===== config.mk =====
export PLATFORM = sky130hd
export DESIGN_NAME = dma_arbiter_flat
export DESIGN_NICKNAME = d
export VERILOG_FILES = /design/src/rtl/dma_arbiter_if.sv /design/src/rtl/dma_arbiter.sv /design/src/flat_wrapper.sv
export SDC_FILE = /design/constraint.sdc
export NUM_CORES = 1
export LEC_CHECK = 0
export CORE_UTILIZATION = 29
export DETAILED_ROUTE_END_ITERATION = 12
export PLACE_DENSITY = 0.81
export SLEW_MARGIN = 30
export SYNTH_ARGS = -nofsm -noshare
export SYNTH_HDL_FRONTEND = slang
export SYNTH_SLANG_ARGS = --single-unit

===== constraint.sdc =====
create_clock -name clk -period 2.3 [get_ports clk]
set_clock_uncertainty 0.15 [all_clocks]
set_input_delay 0.575 -clock clk [delete_from_list [all_inputs] [get_ports clk]]
set_output_delay 0.575 -clock clk [all_outputs]
set_load 0.01 [all_outputs]

===== src/rtl/dma_arbiter_if.sv =====
// Signal bundle between the DMA arbiter and the CPU core, DMA engines and bus decoder.
// The arbiter connects through the slave modport. The surrounding system connects through the master modport.
interface dma_arbiter_if;
  logic        apu_cycle;
  logic [15:0] cpu_addr_i;
  logic        cpu_rw_i;
  logic        cpu_rdy_o;
  logic        oam_req_i;
  logic [15:0] oam_addr_i;
  logic        oam_rw_i;
  logic        oam_active_o;
  logic        dmc_req_i;
  logic [15:0] dmc_addr_i;
  logic        dmc_ack_o;
  logic [7:0]  dmc_data_o;
  logic [7:0]  bus_data_i;
  logic [15:0] bus_addr_o;
  logic        bus_rw_o;

  modport slave (
    input  apu_cycle, cpu_addr_i, cpu_rw_i, oam_req_i, oam_addr_i, oam_rw_i,
           dmc_req_i, dmc_addr_i, bus_data_i,
    output cpu_rdy_o, oam_active_o, dmc_ack_o, dmc_data_o, bus_addr_o, bus_rw_o
  );

  modport master (
    output apu_cycle, cpu_addr_i, cpu_rw_i, oam_req_i, oam_addr_i, oam_rw_i,
           dmc_req_i, dmc_addr_i, bus_data_i,
    input  cpu_rdy_o, oam_active_o, dmc_ack_o, dmc_data_o, bus_addr_o, bus_rw_o
  );
endinterface


===== src/rtl/dma_arbiter.sv =====
// Halts the 6502 and hands the CPU bus to OAM DMA or the DMC sample fetcher.
// DMC reads are aligned to APU get cycles.
module dma_arbiter (
  input  logic          clk,
  input  logic          rst,
  dma_arbiter_if.slave  bus
);

  typedef enum logic [2:0] {
    IDLE      = 3'd0,
    OAM       = 3'd1,
    DMC_HALT  = 3'd2,
    DMC_DUMMY = 3'd3,
    DMC_GET   = 3'd4
  } state_t;

  state_t state;
  state_t next_state;
  logic   fetch;

  // The DMC read happens only on the get half of an APU cycle.
  assign fetch = (state == DMC_GET) && bus.apu_cycle;

  always_ff @(posedge clk) begin
    // NOTE: non-blocking so every flop samples pre-edge values regardless of statement order
    if (rst) begin
      state            <= IDLE;
      bus.cpu_rdy_o    <= 1'b1;
      bus.oam_active_o <= 1'b0;
      bus.dmc_ack_o    <= 1'b0;
      bus.dmc_data_o   <= 8'h00;
    end else begin
      state            <= next_state;
      bus.cpu_rdy_o    <= (next_state == IDLE);
      bus.oam_active_o <= (next_state == OAM);
      bus.dmc_ack_o    <= fetch;
      if (fetch) bus.dmc_data_o <= bus.bus_data_i;
    end
  end

  always_comb begin
    // NOTE: default assignment first so no branch can leave next_state unassigned and infer a latch
    next_state = IDLE;
    case (state)
      IDLE: begin
        // An ack cycle blocks re-entry, so a requester that drops req on ack is never fetched twice.
        if (bus.oam_req_i)                         next_state = OAM;
        else if (bus.dmc_req_i && !bus.dmc_ack_o)  next_state = DMC_HALT;
        else                                       next_state = IDLE;
      end
      OAM: begin
        // The CPU is already halted here, so a pending DMC fetch skips the halt wait.
        if (bus.oam_req_i)       next_state = OAM;
        else if (bus.dmc_req_i)  next_state = DMC_DUMMY;
        else                     next_state = IDLE;
      end
      DMC_HALT:  next_state = bus.cpu_rw_i ? DMC_DUMMY : DMC_HALT;
      DMC_DUMMY: next_state = DMC_GET;
      DMC_GET: begin
        if (!bus.apu_cycle)      next_state = DMC_GET;
        else if (bus.oam_req_i)  next_state = OAM;
        else                     next_state = IDLE;
      end
      default:   next_state = IDLE;
    endcase
  end

  always_comb begin
    bus.bus_addr_o = bus.cpu_addr_i;
    bus.bus_rw_o   = bus.cpu_rw_i;
    if (state == OAM) begin
      bus.bus_addr_o = bus.oam_addr_i;
      bus.bus_rw_o   = bus.oam_rw_i;
    end else if (fetch) begin
      bus.bus_addr_o = bus.dmc_addr_i;
      bus.bus_rw_o   = 1'b1;
    end
  end

endmodule

===== src/flat_wrapper.sv =====
// flat-port wrapper written by rule: the top's interface ports become plain ports
module dma_arbiter_flat 
  (clk, rst, bus_apu_cycle, bus_cpu_addr_i, bus_cpu_rw_i, bus_oam_req_i, bus_oam_addr_i, bus_oam_rw_i, bus_dmc_req_i, bus_dmc_addr_i, bus_bus_data_i, bus_cpu_rdy_o, bus_oam_active_o, bus_dmc_ack_o, bus_dmc_data_o, bus_bus_addr_o, bus_bus_rw_o);
  dma_arbiter_if bus_i ();
  input  logic clk;
  input  logic rst;
  input wire logic [$bits(bus_i.apu_cycle)-1:0] bus_apu_cycle;
  input wire logic [$bits(bus_i.cpu_addr_i)-1:0] bus_cpu_addr_i;
  input wire logic [$bits(bus_i.cpu_rw_i)-1:0] bus_cpu_rw_i;
  input wire logic [$bits(bus_i.oam_req_i)-1:0] bus_oam_req_i;
  input wire logic [$bits(bus_i.oam_addr_i)-1:0] bus_oam_addr_i;
  input wire logic [$bits(bus_i.oam_rw_i)-1:0] bus_oam_rw_i;
  input wire logic [$bits(bus_i.dmc_req_i)-1:0] bus_dmc_req_i;
  input wire logic [$bits(bus_i.dmc_addr_i)-1:0] bus_dmc_addr_i;
  input wire logic [$bits(bus_i.bus_data_i)-1:0] bus_bus_data_i;
  output wire logic [$bits(bus_i.cpu_rdy_o)-1:0] bus_cpu_rdy_o;
  output wire logic [$bits(bus_i.oam_active_o)-1:0] bus_oam_active_o;
  output wire logic [$bits(bus_i.dmc_ack_o)-1:0] bus_dmc_ack_o;
  output wire logic [$bits(bus_i.dmc_data_o)-1:0] bus_dmc_data_o;
  output wire logic [$bits(bus_i.bus_addr_o)-1:0] bus_bus_addr_o;
  output wire logic [$bits(bus_i.bus_rw_o)-1:0] bus_bus_rw_o;
  assign bus_i.apu_cycle = bus_apu_cycle;
  assign bus_i.cpu_addr_i = bus_cpu_addr_i;
  assign bus_i.cpu_rw_i = bus_cpu_rw_i;
  assign bus_i.oam_req_i = bus_oam_req_i;
  assign bus_i.oam_addr_i = bus_oam_addr_i;
  assign bus_i.oam_rw_i = bus_oam_rw_i;
  assign bus_i.dmc_req_i = bus_dmc_req_i;
  assign bus_i.dmc_addr_i = bus_dmc_addr_i;
  assign bus_i.bus_data_i = bus_bus_data_i;
  assign bus_cpu_rdy_o = bus_i.cpu_rdy_o;
  assign bus_oam_active_o = bus_i.oam_active_o;
  assign bus_dmc_ack_o = bus_i.dmc_ack_o;
  assign bus_dmc_data_o = bus_i.dmc_data_o;
  assign bus_bus_addr_o = bus_i.bus_addr_o;
  assign bus_bus_rw_o = bus_i.bus_rw_o;
  dma_arbiter u_core (.clk(clk), .rst(rst), .bus(bus_i));
endmodule

==> flow_summary.yaml <==
outcome:
  status: "finished, violations left"
  violations: "DRC, setup timing"
synth:
  ys.warnings.count: 0
  ys_types: 24
  syn_avg_cell_area_um2: 7.50
  syn-num-nets: 182
  syn_area_um2: 892
  syn_inst: 119
  ys_seq_elements: 14
  seq_area_frac_synth_pct: 31.4
critical_path:
  rr_startpoint: "u_core.state[1]"
  rrSetupSlack_ns: 0.56
  critPathRequiredTime_ns: 1.57
  crit_path_max_fanout: 8
  critPathKind: "flop to output pin"
  worstSetupEndpoint: "bus_bus_addr_o[1]"
  end_kind: "output pin"
  reg2reg_to: "u_core.bus.oam_active_o"
  startpoint: "u_core.state[0]"
  start_kind: "flop"
  reg2regPathDepth: 5
  crit_arrival_ns: 1.62
timing:
  grt_setup_unrepaired: "yes"
  fin_crit_ns: 2.34
  fmax_ghz: 0.427
  finalSetupTns_ns: -0.148
  hold_viol_final: 0
  min_period_over_period_pct: 102
  setup_ws_ns: -0.0431
  tightest_slew_ns: 0.326
  slew_viol_final: 0
  final-setup-viol-count: 8
  relSlewSlack_pct: 77.7
die:
  start_util_pct: 31.5
  die_w_um: 57.5
  pin_count: 91
  core_mm2: 0.00283
  die_h_um: 57.5
  fp-row-count: 19
  fp.dieArea_mm2: 0.00330
grt:
  grtUsageMet1_pct: 25.3
  use_met2_pct: 44.9
  grt_max_degree: 18
  grt_pass1_wl_um: 5880
  top_usage_layer: "met2"
  first_global_vias: 1267
  grt_overflow: 0
  gr-usage-met3_pct: 5.22
  grt_use_total_pct: 23.5
  antenna_found_initial: 0
clock_network:
  clk_path_buf_depth: 2
  htree_num_levels: 1
  clk_pin_slew_ns: 0.08
  clk_latency_ns: 0.27
  cts_tree: "done"
  root_buffer: "clkbuf_4"
  cts_sinks: 14
  cts_buffers: 3
detailed_routing:
  drt-total-wl_um: 3810
  post_drt_wl_per_cell_um: 14.8
  via_count: 1261
  drt-initial-drc-count: 36
  postRouteAntennaNets: 0
  drc: 4
  avgViaCountPerCell: 4.91
  drtPass1Iterations: 9
run:
  maxCapViolations: 0
cells_and_area:
  diodes: 0
  mostFrequentLayoutCells: "clkdlybuf4s50_1 (72), nand2_1 (33), o21ai_1 (17), buf_2 (16)"
  nFillCells: 233
  syn2layout_area_growth_pct: 123
  nNetsFinal: 291
  final_layout_size_suffix_gt1_share_pct: 22.6
  finish.utilization_pct: 70.2
  design_area_mm2: 0.00199
  final_common_cell: "clkdlybuf4s50_1"
power:
  p_total_w: 0.000730
  p_leak_nw: 0.772
  p_per_area_mw_per_mm2: 367
  vdd_drop_max_mv: 0.364
worst_hold_path:
  hold_path.class: "flop to flop"
  worstHoldStart: "u_core.bus.dmc_data_o[4]"
placed_design:
  place_hpwl_um: 2860
  finalWeightedCongestion: 0.827
  portBuffers: 90
  place_area_mm2: 0.00190
Yosys cell counts:
master	number	area (um^2)
nand2_1	33	124
o21ai_1	17	85.1
mux2i_1	16	160
dfxtp_1	14	280
a21oi_1	11	55.1
buf_4	3	22.5
clkbuf_1	3	11.3
inv_1	3	11.3
a31oi_1	2	12.5
nand3b_1	2	15.0
nor2_1	2	7.51
a2111oi_0	1	8.76
a221oi_2	1	15.0
and3_1	1	6.26
buf_2	1	5.00
buf_6	1	11.3
nand2b_1	1	6.26
nand3_1	1	5.00
nor2_2	1	6.26
nor3b_2	1	12.5
nor4bb_1	1	10.0
o211a_1	1	10.0
o21ai_0	1	5.00
or3_1	1	6.26
worst min-delay path by stage:
stage                                          end  slack, ns  cells after the start
after floorplan           u_core.bus.dmc_data_o[0]       0.33                      2
after global placement    u_core.bus.dmc_data_o[3]       0.29                      2
after detailed placement  u_core.bus.dmc_data_o[4]       0.30                      2
after CTS                 u_core.bus.dmc_data_o[7]       0.31                      2
after global routing      u_core.bus.dmc_data_o[7]       0.33                      2
final                     u_core.bus.dmc_data_o[4]       0.31                      2
per-stage QoR:
step	setup slack, ns	hold slack [ns]	instances
floorplan	0.247	0.331	119
global placement	-0.672	0.293	244
detailed placement	-0.715	0.303	244
CTS	-0.0289	0.313	256
global route	-0.132	0.333	257
finish	-0.0431	0.309	257
cells by family after synthesis:
group           Yosys count  synth area share [%]
compound gates           34                  21.5
buf+inv                  11                  6.87
flops                    14                  31.4
mux                      16                  18.0
simple gates             44                  22.3
where the power goes:
part | total [W] | internal (W) | switching, W
clock | 0.000130 | 0.0000605 | 0.0000699
sequential | 0.000258 | 0.000252 | 0.00000593
combinational | 0.000341 | 0.000210 | 0.000131
total | 0.000730 | 0.000522 | 0.000207
area by class of cell:
class	count	area [um^2]	share of cell area, %
multi-input cells	94	571	28.7
clock buffers	3	22.5	1.13
inverters	3	11.3	0.567
flip-flops and latches	14	284	14.3
well taps	31	38.8	1.95
repair buffers	112	1060	53.3
repair_timing:
action	CTS	global route
setup endpoints to repair	17	17
gates resized for setup	74	6
hold buffers	0	0
gates cloned	1	0
setup buffers	8	1
pin swaps	4	4
metal layers:
| layer | routed length (um) | part of all wire (%) | vias up |
|---|---|---|---|
| met4 | 66 | 1.7 | 0 |
| met2 | 2170 | 57 | 30 |
| met3 | 137 | 3.6 | 6 |
| met1 | 1450 | 38 | 594 |
| met5 | 0 | 0 | - |
| li1 | - | - | 631 |
registers in the layout, summed over array words and instances, names as in the netlist:
name / flops
u_core.bus.oam_active_o: 1
u_core.state: 3
u_core.bus.dmc_ack_o: 1
u_core.bus.cpu_rdy_o: 1
u_core.bus.dmc_data_o: 8
critical path: stages, from the launching register on:
cell and delay, ns:
dfxtp_2 0.34, nor2_4 0.11, and3_4 0.21, buf_12 0.13
buf_6 0.11, mux2i_1 0.22, o21ai_1 0.08, buf_2 0.14
Note: power is estimated with default switching activity, not from simulation.
